===== src/rtl/dct2_4_sched.sv =====
// Row scheduler for a shared combinational 4-point DCT-II core; a block is NROWS rows.
// Latency: 2 cycles from row acceptance to out_valid (stage-1 register, then 2-entry output FIFO).
// Backpressure: in_ready drops when the FIFO plus the in-flight stage-1 row would exceed 2 entries, and in DRAIN.
// Ports:
//   clk, rst_n           single clock, asynchronous active-low reset
//   in_valid/in_ready    input row handshake, in_data = {X3,X2,X1,X0}
//   core_x               registered row feeding the external core
//   core_ye/core_yo      core results {Ye1,Ye0} and {Yo1,Yo0}
//   out_valid/out_ready  output row handshake, out_data = {Y3,Y2,Y1,Y0}
//   out_row, out_last    row index within the block, last-row flag
//   busy                 FSM is not in IDLE
module dct2_4_sched #(
  parameter int NROWS = 4,
  parameter int W_IN  = 19,
  parameter int W_OUT = 27
) (
  input  logic                     clk,
  input  logic                     rst_n,
  input  logic                     in_valid,
  output logic                     in_ready,
  input  logic [4*W_IN-1:0]        in_data,
  output logic [4*W_IN-1:0]        core_x,
  input  logic [2*W_OUT-1:0]       core_ye,
  input  logic [2*W_OUT-1:0]       core_yo,
  output logic                     out_valid,
  input  logic                     out_ready,
  output logic [4*W_OUT-1:0]       out_data,
  output logic [$clog2(NROWS)-1:0] out_row,
  output logic                     out_last,
  output logic                     busy
);

  localparam int RW = $clog2(NROWS);
  localparam logic [RW-1:0] LAST_ROW = RW'(NROWS - 1);

  typedef enum logic [1:0] {IDLE, LOAD, DRAIN} state_t;

  state_t            state, state_nxt;
  logic [RW-1:0]     in_cnt, in_cnt_nxt;
  logic [RW-1:0]     out_cnt;
  logic              s1_vld;
  logic [1:0]        fifo_cnt;
  logic              wr_ptr, rd_ptr;
  logic [4*W_OUT-1:0] mem [2];
  logic [4*W_OUT-1:0] core_res;
  logic              accept, push, pop;

  // Natural coefficient order: Y0=Ye0, Y1=Yo0, Y2=Ye1, Y3=Yo1.
  assign core_res = {core_yo[2*W_OUT-1:W_OUT], core_ye[2*W_OUT-1:W_OUT],
                     core_yo[W_OUT-1:0],       core_ye[W_OUT-1:0]};

  // The stage-1 row is counted as a reserved FIFO slot so a push can never hit a full FIFO.
  assign in_ready  = rst_n && (state == IDLE || state == LOAD) &&
                     (({1'b0, fifo_cnt} + {2'b00, s1_vld}) < 3'd2);
  assign accept    = in_valid && in_ready;
  assign push      = s1_vld;
  assign out_valid = (fifo_cnt != 2'd0);
  assign pop       = out_valid && out_ready;
  assign out_data  = mem[rd_ptr];
  assign out_row   = out_cnt;
  assign out_last  = out_valid && (out_cnt == LAST_ROW);
  assign busy      = (state != IDLE);

  always_comb begin
    state_nxt  = state;
    in_cnt_nxt = in_cnt;
    case (state)
      IDLE: begin
        if (accept) begin
          state_nxt  = LOAD;
          in_cnt_nxt = RW'(1);
        end
      end
      LOAD: begin
        if (accept) begin
          if (in_cnt == LAST_ROW) begin
            state_nxt  = DRAIN;
            in_cnt_nxt = '0;
          end else begin
            in_cnt_nxt = in_cnt + RW'(1);
          end
        end
      end
      DRAIN: begin
        if (pop && out_last) state_nxt = IDLE;
      end
      default: begin
        state_nxt  = IDLE;
        in_cnt_nxt = '0;
      end
    endcase
  end

  always_ff @(posedge clk or negedge rst_n) begin
    if (!rst_n) begin
      state    <= IDLE;
      in_cnt   <= '0;
      out_cnt  <= '0;
      s1_vld   <= 1'b0;
      core_x   <= '0;
      fifo_cnt <= 2'd0;
      wr_ptr   <= 1'b0;
      rd_ptr   <= 1'b0;
      for (int i = 0; i < 2; i++) mem[i] <= '0;
    end else begin
      state  <= state_nxt;
      in_cnt <= in_cnt_nxt;
      s1_vld <= accept;
      if (accept) core_x <= in_data;
      if (push) begin
        mem[wr_ptr] <= core_res;
        wr_ptr      <= ~wr_ptr;
      end
      if (pop) begin
        rd_ptr  <= ~rd_ptr;
        out_cnt <= (out_cnt == LAST_ROW) ? '0 : out_cnt + RW'(1);
      end
      case ({push, pop})
        2'b10:   fifo_cnt <= fifo_cnt + 2'd1;
        2'b01:   fifo_cnt <= fifo_cnt - 2'd1;
        default: fifo_cnt <= fifo_cnt;
      endcase
    end
  end

endmodule


===== config.mk =====
export PLATFORM = sky130hd
export DESIGN_NAME = dct2_4_sched
export DESIGN_NICKNAME = d
export VERILOG_FILES = /design/src/rtl/dct2_4_sched.sv
export SDC_FILE = /design/constraint.sdc
export NUM_CORES = 1
export LEC_CHECK = 0
export ABC_CLOCK_PERIOD_IN_PS = 2450
export BUFFER_PORTS_ARGS = -buffer_cell sky130_fd_sc_hd__buf_2
export CAP_MARGIN = 20
export CORE_ASPECT_RATIO = 0.7
export CORE_MARGIN = 2
export CORE_UTILIZATION = 56
export CTS_CLUSTER_DIAMETER = 200
export CTS_CLUSTER_SIZE = 30
export DETAILED_ROUTE_END_ITERATION = 10
export PLACE_DENSITY = 0.82
export SLEW_MARGIN = 20
export SYNTH_ARGS = -nofsm -noshare
export SYNTH_HDL_FRONTEND = slang
export SYNTH_SLANG_ARGS = --single-unit

===== constraint.sdc =====
create_clock -name clk -period 2.45 [get_ports clk]
set_input_delay 0.1225 -clock clk [delete_from_list [all_inputs] [get_ports clk]]
set_output_delay 0.1225 -clock clk [all_outputs]
set_load 0.05 [all_outputs]

### Word-level counts from Yosys, hierarchy flattened

Cells that the tools add are included.

* $add $sub $neg: 5
* magnitude comparators: 4
* equality and inequality tests: 10
* muxes and demuxes: 16
* bitwise gates (word level): 5
* reductions and logical operators: 14

Operators with widths (count)
* $mux 108: 4
* $bwmux 216: 1
* $demux 108 s1: 1
* $mux 2: 7
* $pmux 2 s3: 2
* $eq 2x2->1 const B: 4
* $logic_and 1x1->1: 7
* $add 2x1->2 const B: 3
* $ne 2x2->1 const B: 3
* $reduce_bool 2->1: 3
* $eq 2x1->1 const B: 2
* $ge 2x2->1 const B: 2
* $not 1->2: 2
* $pmux 2 s2: 1
* $reduce_and 4->1: 1
* $add 2x1->3: 1
* $lt 3x2->1 const B: 1
* $not 1->1: 3
* $reduce_and 3->1: 1
* $logic_not 2->1: 1
* $lt 2x1->1 const B: 1
* $ne 2x1->1 const B: 1
* $sub 2x1->2 const B: 1
* $logic_or 1x1->1: 1

* flip-flop bits (word level): 303
* input bits: 188
* output and inout bits: 190
* logic and storage cells: 64

### Longest topological paths before layout

Gate-level depths: netlist of run 1.

* word-level depth: 7
* gate-level depth with buffers: 6
* depth with buffers taken out: 6

### Worst setup path after synthesis of run 1

No wires, ideal clock.

* path type: register to output
* start point: reg fifo_cnt[0]
* end point: out in_ready
* arrival: 1806 ps
* required time: 2328 ps
* path slack: 522 ps
* stages on the path, launching flop included: 3
* cell sequence: dfrtp_1 a21boi_2 nor3b_1

* word-level cells in the longest chain between the ends: 3

Ends and longest elaborated chain
* from (decl): line 42 `logic [1:0] fifo_cnt;`
* from (signal assigned): line 119 `2'b10: fifo_cnt <= fifo_cnt + 2'd1;`
* from (signal assigned): line 120 `2'b01: fifo_cnt <= fifo_cnt - 2'd1;`
* from (signal assigned): line 121 `default: fifo_cnt <= fifo_cnt;`
* $add 2x1->3: line 54 `(({1'b0, fifo_cnt} + {2'b00, s1_vld}) < 3'd2);`
* $lt 3x2->1: line 54
* $logic_and 1x1->1: line 53 `assign in_ready = rst_n && (state == IDLE || state == LOAD) &&`
* to (decl): line 20 `output logic in_ready,`

Every way passes these cells.

### Final worst setup path of run 1

* start point: reg rd_ptr
* end point: out out_data[11]

* word-level cells in the longest chain between the ends: 4

Ends and longest elaborated chain
* from (decl): line 43 `logic wr_ptr, rd_ptr;`
* from (signal assigned): line 115 `rd_ptr <= ~rd_ptr;`
* $not 1->2 (implied by the code): line 59 `assign out_data = mem[rd_ptr];`
* $mux 108 (implied by the code) (3 in series): line 59
* to (decl): line 27 `output logic [4*W_OUT-1:0] out_data,`

Every way passes these cells. The select of a mux whose other input is x is not followed.

==> flow_summary.json, run 1 <==
{
  "cts_buffers": 14,
  "final_cell_mix": "mux2_2, buf_2, dfrtp_1, dlygate4sd3_1, clkbuf_16",
  "dp_hpwl_um": 19600,
  "slew_headroom": 0.380,
  "worst_pin_slew_ns": 0.930,
  "ys_warn_count": 0,
  "clock_insertion_delay_worst_skew_ns": 0.50,
  "portBuffers": 377,
  "gp_congestion": 0.798,
  "avgSynthCellArea_um2": 16.2,
  "yosysUniqueCellTypes": 30,
  "yosysTopAreaCell": "dfrtp_1",
  "drcViolationCount": 0,
  "synthCells": 784,
  "worstHoldPathCells": 4,
  "post_cts_resized": 0,
  "rows": 45,
  "status": "complete, no violations",
  "cts_setup_buffers": 0,
  "numClockSinks": 303,
  "die_w_um": 184,
  "grt_overflow": 0,
  "die_h_um": 130,
  "reg2reg_slack_ns": 0.53,
  "finalSetupTns_ns": 0,
  "grt_usage": 0.276,
  "setup.worst_path.end_class": "output port",
  "wire_per_inst_um": 20.2,
  "timing_hold_violations_final": 0,
  "layout_setup_ws_ns": 0.178,
  "ys_seq_area_frac": 0.599,
  "synthTopCellsByArea": "dfrtp_1, mux2_2, buf_2, mux2_4, buf_4",
  "synth_top_area_share": 0.599,
  "clockRootBuffer": "clkbuf_16",
  "io_pins": 378,
  "min_path_type": "in -> reg",
  "vias_per_cell": 5.34,
  "clockBufferDepth": 3,
  "routed_wl_um": 32700,
  "fmax_mhz": 440,
  "grt_pass1_wl_um": 51700,
  "ys_ff_latch": 303,
  "finalSetupViolations": 0,
  "dr_total_vias": 8623,
  "antenna_left": 0,
  "rsz0062_at_grt": "no",
  "syn2layout_area_growth_pct": 35.4,
  "dp_slack_ns": 0.589,
  "core_area_um2": 22000,
  "netlist_area_um2": 12700,
  "initial_core_util": 0.577,
  "final_nets": 1522,
  "htree_num_levels": 1,
  "antenna_found_initial": 2,
  "synthesis.nets": 975,
  "path_clk_slew_ns": 0.12,
  "cap_violations": 0,
  "maxSlewViolCount": 0,
  "drive_above_1_share": 0.613,
  "final_common_cell": "mux2_2",
  "fin_worst_skew_ns": 0.0348,
  "cp_data_arrival_time_ns": 2.15,
  "drt-initial-drc-count": 437,
  "required_ns": 2.33,
  "fin_crit_ns": 2.27,
  "drtPass1Iterations": 4,
  "place_inst": 1412,
  "start_kind": "register",
  "path_max_fanout": 31,
  "cts_tree": "done",
  "grt_max_degree": 182,
  "grt_pass1_vias": 9729,
  "critPathKind": "reg -> out",
  "die_area_um2": 23800,
  "fin_crit_sh": 0.927,
  "rr_worst_depth": 4,
  "fin_cells": 1616
}
## kinds of logic (layout without fill, tap and decap cells)
family,count (synthesis),in the layout,synth area share
and+or+nand+nor,14,14,0.00741
adders and majority gates,3,3,0.00296
xor gates and xnor gates,5,5,0.00346
muxes,401,401,0.360
other,0,2,0
DFF,303,303,0.599
buffers and inverters,48,596,0.0219
AOI/OAI and AO/OA,10,10,0.00583
## worst max-delay path: stages, from the launching register on
cell	delay (ns)
dfrtp_4	0.73
buf_12	0.28
mux2_2	0.38
buf_2	0.22
## layer usage
layer,vias up,GRT usage,part of all wire
met5,-,0,0
met4,0,0.106,0.041
met3,92,0.0673,0.060
met2,283,0.488,0.50
met1,4364,0.330,0.40
li1,3884,-,-
## what timing repair did
item                                    in CTS  in global routing
endpoints found under the setup margin       0                  0
hold buffers                               185                  0
endpoints found under the hold margin      523                  0
## synth_stat cells
| cell type | instances |
|---|---|
| mux2_2 | 391 |
| dfrtp_1 | 303 |
| buf_2 | 30 |
| mux2_4 | 10 |
| buf_4 | 9 |
| inv_1 | 4 |
| and2_1 | 3 |
| ha_1 | 3 |
| xnor2_1 | 3 |
| a221oi_1 | 2 |
| buf_6 | 2 |
| clkbuf_1 | 2 |
| nand2_1 | 2 |
| nor3_1 | 2 |
| or2_2 | 2 |
| xor2_1 | 2 |
| a21boi_2 | 1 |
| a21o_1 | 1 |
| a21oi_1 | 1 |
| a31o_2 | 1 |
| a31oi_1 | 1 |
| and4_1 | 1 |
| buf_8 | 1 |
| nor2_1 | 1 |
| nor2_2 | 1 |
| nor3b_1 | 1 |
| nor3b_4 | 1 |
| o21ai_0 | 1 |
| o21ai_1 | 1 |
| o21bai_1 | 1 |
## cell type report
type	count	area [µm²]
Fill cell	1245	4810
Multi-Input combinational cell	433	4820
Inverter	4	15.0
Antenna cell	2	5.00
Clock buffer	16	379
Timing Repair Buffer	575	3960
Tap cell	282	353
Clock inverter	1	30.0
Sequential cell	303	7590
## stage by stage
stage / hold WS (ns) / utilization / cell area, µm²
after floorplan: -0.173 / - / 12700
after global placement: 0.284 / 0.678 / 14900
after detailed placement: 0.281 / 0.678 / 14900
after CTS: 0.00165 / 0.781 / 17100
after global routing: 0.0591 / 0.781 / 17100
final: 0.0323 / 0.781 / 17100
## state kept, by name, summed over array words and instances (netlist names)
signal and cells:
mem 216, core_x 76, fifo_cnt 2, in_cnt 2, out_row 2, state 2
push 1, rd_ptr 1, wr_ptr 1
## path summary, 6_finish.rpt
path | start | endpoint
setup / recovery | rd_ptr$_DFFE_PN0P_ | out_data[11]
hold / removal | out_ready | rd_ptr$_DFFE_PN0P_
setup reg to reg | state[1]$_DFFE_PN0P_ | core_x[63]$_DFFE_PN0P_
hold reg to reg | mem[40]$_DFFE_PN0P_ | mem[40]$_DFFE_PN0P_
max in group asynchronous | rst_n | mem[184]$_DFFE_PN0P_
min in group asynchronous | rst_n | mem[138]$_DFFE_PN0P_
Power of run 1 is left out: the tool's default activity adds up to more than one toggle a clock period on the data nets, which glitch-free logic cannot reach.
==> inputs of run 2 (changes only) <==
--- a/config.mk
+++ b/config.mk
@@ -14,7 +14,7 @@
 export CTS_CLUSTER_DIAMETER = 200
 export CTS_CLUSTER_SIZE = 30
 export DETAILED_ROUTE_END_ITERATION = 10
-export PLACE_DENSITY = 0.82
+export PLACE_DENSITY = 0.86
 export SLEW_MARGIN = 20
 export SYNTH_ARGS = -nofsm -noshare
 export SYNTH_HDL_FRONTEND = slang
==> flow_summary.json, run 2 (synthesis results as in run 1) <==
{
  "layout_setup_ws_ns": 0.204,
  "finalSetupTns_ns": 0,
  "finalSetupViolations": 0,
  "dp_hpwl_um": 19800,
  "maxSlewViolCount": 0,
  "drcViolationCount": 0,
  "regArea_um2": 7590,
  "required_ns": 2.33,
  "gp_congestion": 0.807,
  "timing_hold_violations_final": 0,
  "holdCritStartpoint": "out_ready",
  "cts_setup_buffers": 0,
  "fin_worst_skew_ns": 0.0311,
  "portBuffers": 377,
  "largest_registers": "mem (216), core_x (76)",
  "r2r-end": "core_x[19]$_DFFE_PN0P_",
  "numClockSinks": 303,
  "fin_crit_sh": 0.917,
  "cts_tree": "done",
  "status": "complete, no violations",
  "wire_per_inst_um": 21.3,
  "worst_pin_slew_ns": 0.926,
  "crit_chain": "buf_12 -> mux2_2 -> buf_2",
  "cap_violations": 0,
  "drtPass1Iterations": 4,
  "die_w_um": 184,
  "fillers": 1178,
  "syn2layout_area_growth_pct": 35.4,
  "reg2reg_slack_ns": 0.47,
  "slew_headroom": 0.383,
  "largest_reg_flops": 216,
  "routed_wl_um": 34500,
  "critPathKind": "reg -> out",
  "clock_insertion_delay_worst_skew_ns": 0.49,
  "crit_buf_inv": 2,
  "grt_pass1_wl_um": 53300,
  "worstHoldPathCells": 3,
  "setup.worst_path.end_class": "output port",
  "final_nets": 1524,
  "cp_data_arrival_time_ns": 2.12,
  "final_common_cell": "mux2_2",
  "antenna_found_initial": 1,
  "min_to": "rd_ptr$_DFFE_PN0P_",
  "die_h_um": 130,
  "dp_slack_ns": 0.539,
  "grt_usage": 0.287,
  "htree_num_levels": 1,
  "fin_hold_ws_ns": 0.0781,
  "antenna_left": 0,
  "path_clk_slew_ns": 0.11,
  "io_pins": 378,
  "rr_worst_depth": 4,
  "rows": 45,
  "min_path_type": "in -> reg",
  "clockBufferDepth": 3,
  "grt_pass1_vias": 9673,
  "path_max_fanout": 43,
  "max_stage_delay_ns": 0.68,
  "clockRootBuffer": "clkbuf_16",
  "final_cell_mix": "mux2_2, buf_2, dfrtp_1, dlygate4sd3_1, clkbuf_16",
  "postPlaceCellArea_um2": 14900,
  "die_area_um2": 23800,
  "critPathTopFamily": "flip-flops",
  "drive_above_1_share": 0.613,
  "grt_overflow": 0,
  "multiInputGateArea_um2": 4820,
  "grt_max_degree": 164,
  "slowest_stage": "dfrtp_4",
  "rsz0062_at_grt": "no",
  "fmax_mhz": 445,
  "r2r_start": "fifo_cnt[1]$_DFFE_PN0P_",
  "drt-initial-drc-count": 498,
  "stdcell_area_um2": 17100,
  "cts_buffers": 14,
  "regMostFlops": "mem",
  "initial_core_util": 0.577,
  "dr_total_vias": 8792,
  "core_area_um2": 22000,
  "vias_per_cell": 5.43,
  "start_kind": "register",
  "fin_crit_ns": 2.25
}
==> run 2: changes by cell type in the layout (fill, tap and decap cells not counted), sizes merged <==
cell  before  now
buf      390  392
==> run 2: timing repair <==
action / CTS / global route
hold buffers: 185 / 0
gates resized for setup: 0 / 0
hold endpoints to repair: 358 / 0
==> run 2: cell type report <==
| cell class | count | area share |
|---|---|---|
| inverter | 4 | 0.000876 |
| tap | 282 | 0.0206 |
| multi-input combinational | 433 | 0.281 |
| antenna | 2 | 0.000292 |
| clock buffer | 16 | 0.0221 |
| sequential | 303 | 0.442 |
| clock inverter | 1 | 0.00175 |
| timing repair buffer | 577 | 0.231 |
==> run 2: through the flow <==
stage / instances / util
final: 1618 / 0.781
after CTS: 1616 / 0.781
after global placement: 1414 / 0.678
after floorplan: 784 / -
after global routing: 1617 / 0.781
after detailed placement: 1414 / 0.678
==> run 2: metal layers <==
metal  wire [µm]  vias up  GRT usage
met5           0        -          0
met4         859        0     0.0758
met3        2710       62     0.0848
met2       17400      341      0.510
met1       13500     4510      0.346
li1            -     3879          -
==> run 2: how the worst max path moves through the flow <==
| stage | slack [ns] | end | depth (start not counted) | startpoint |
|---|---|---|---|---|
| CTS | 0.18 | out_data[83] | 3 | rd_ptr$_DFFE_PN0P_ |
| floorplan | 0.52 | in_ready | 2 | fifo_cnt[0]$_DFFE_PN0P_ |
| finish | 0.20 | out_data[43] | 3 | rd_ptr$_DFFE_PN0P_ |
| global route | 0.13 | out_data[50] | 3 | rd_ptr$_DFFE_PN0P_ |
| detailed placement | 0.54 | core_x[45]$_DFFE_PN0P_ | 4 | fifo_cnt[1]$_DFFE_PN0P_ |
| global placement | 0.60 | core_x[6]$_DFFE_PN0P_ | 4 | fifo_cnt[1]$_DFFE_PN0P_ |
==> run 2: worst min-delay path, delay by kind of cell <==
kind | cells | cell delay (ns)
XOR/XNOR | 1 | 0.17
buffers and inverters | 1 | 0.08
AO/OA/AOI/OAI | 1 | 0.16
Power of run 2 is left out for the same reason.
==> inputs of run 3 (changes only) <==
--- a/config.mk
+++ b/config.mk
@@ -14,7 +14,9 @@
 export CTS_CLUSTER_DIAMETER = 200
 export CTS_CLUSTER_SIZE = 30
 export DETAILED_ROUTE_END_ITERATION = 10
+export GPL_TIMING_DRIVEN = 0
 export PLACE_DENSITY = 0.86
+export REMOVE_ABC_BUFFERS = 1
 export SLEW_MARGIN = 20
 export SYNTH_ARGS = -nofsm -noshare
 export SYNTH_HDL_FRONTEND = slang
==> flow_summary.json, run 3 (synthesis results as in run 1) <==
{
  "min_path_type": "in -> async",
  "finalSetupViolations": 0,
  "required_ns": 2.33,
  "status": "complete, no violations",
  "dp_slack_ns": -0.729,
  "timing_hold_violations_final": 0,
  "grt_max_degree": 70,
  "die_w_um": 184,
  "layout_setup_ws_ns": 0.170,
  "reg2reg_slack_ns": 0.25,
  "largest_reg_flops": 216,
  "fin_crit_sh": 0.931,
  "drive_above_1_share": 0.615,
  "worst_pin_slew_ns": 0.592,
  "cap_violations": 0,
  "r2r_start": "state[1]$_DFFE_PN0P_",
  "die_area_um2": 23800,
  "path_max_fanout": 49,
  "htree_num_levels": 1,
  "maxSlewViolCount": 0,
  "r2r-end": "core_x[11]$_DFFE_PN0P_",
  "fin_crit_ns": 2.28,
  "syn2layout_area_growth_pct": 39.1,
  "fin_worst_skew_ns": 0.0303,
  "rsz0062_at_grt": "no",
  "drtPass1Iterations": 6,
  "dp_hpwl_um": 19900,
  "clockBufferDepth": 3,
  "wire_per_inst_um": 22.5,
  "largest_registers": "mem (216), core_x (76)",
  "antenna_left": 0,
  "regMostFlops": "mem",
  "grt_pass1_wl_um": 56300,
  "dr_total_vias": 8845,
  "routed_wl_um": 36800,
  "grt_pass1_vias": 10075,
  "start_kind": "register",
  "antenna_found_initial": 3,
  "cp_data_arrival_time_ns": 2.16,
  "rr_worst_depth": 4,
  "slew_headroom": 0.603,
  "io_pins": 378,
  "clockRootBuffer": "clkbuf_16",
  "fmax_mhz": 439,
  "fin_util": 0.802,
  "initial_core_util": 0.577,
  "vias_per_cell": 5.41,
  "final_common_cell": "mux2_2",
  "rows": 45,
  "critPathKind": "reg -> out",
  "grt_usage": 0.308,
  "grt_overflow": 0,
  "clock_insertion_delay_worst_skew_ns": 0.49,
  "die_h_um": 130,
  "cts_tree": "done",
  "numClockSinks": 303,
  "drcViolationCount": 0,
  "final_cell_mix": "mux2_2, buf_2, dfrtp_1, dlygate4sd3_1, clkbuf_16",
  "path_clk_slew_ns": 0.12,
  "cts_buffers": 14,
  "portBuffers": 377,
  "core_area_um2": 22000,
  "drt-initial-drc-count": 485,
  "final_nets": 1539,
  "gp_congestion": 0.799,
  "setup.worst_path.end_class": "output port",
  "fin_hold_ws_ns": 0.0424,
  "finalSetupTns_ns": 0
}
==> run 3: per-stage QoR <==
| stage | instances | area, µm² |
|---|---|---|
| finish | 1634 | 17600 |
| global route | 1634 | 17600 |
| CTS | 1631 | 17600 |
| detailed placement | 1412 | 15000 |
| global placement | 1399 | 14600 |
| floorplan | 740 | 12400 |
==> run 3: cell type report <==
cell class | instances | area (µm²)
Sequential cell | 303 | 7590
Multi-Input combinational cell | 433 | 4820
Timing Repair Buffer | 592 | 4420
Fill cell | 1129 | 4350
Clock buffer | 16 | 379
Tap cell | 282 | 353
Clock inverter | 1 | 30.0
Inverter | 4 | 15.0
Antenna cell | 3 | 7.51
==> run 3: critical path: stages, from the launching register on <==
cell and delay [ns]:
dfrtp_4 0.46, buf_12 0.24, buf_16 0.28, mux2_2 0.39
buf_2 0.23
==> run 3: worst max path at each step <==
stage | startpoint | to | slack, ns | depth (start not counted)
final | rd_ptr$_DFFE_PN0P_ | out_data[74] | 0.17 | 4
after global routing | rd_ptr$_DFFE_PN0P_ | out_data[38] | 0.11 | 4
after CTS | rd_ptr$_DFFE_PN0P_ | out_data[97] | 0.17 | 4
after detailed placement | rst_n | core_x[67]$_DFFE_PN0P_ | -0.73 | 7
after global placement | rst_n | core_x[27]$_DFFE_PN0P_ | -6.76 | 4
after floorplan | push$_DFF_PN0_ | mem[108]$_DFFE_PN0P_ | -1.34 | 3
==> run 3: repair_timing <==
item	CTS	global route
resized for setup	1	0
endpoints found under the setup margin	100	0
setup buffers	2	0
endpoints found under the hold margin	500	0
hold buffers	199	0
==> run 3: routing by layer <==
metal | track usage | part of all wire | vias up
met1 | 0.354 | 0.37 | 4494
li1 | - | - | 3911
met4 | 0.124 | 0.041 | 0
met5 | 0 | 0 | -
met3 | 0.0821 | 0.068 | 108
met2 | 0.556 | 0.52 | 332
Power of run 3 is left out for the same reason.
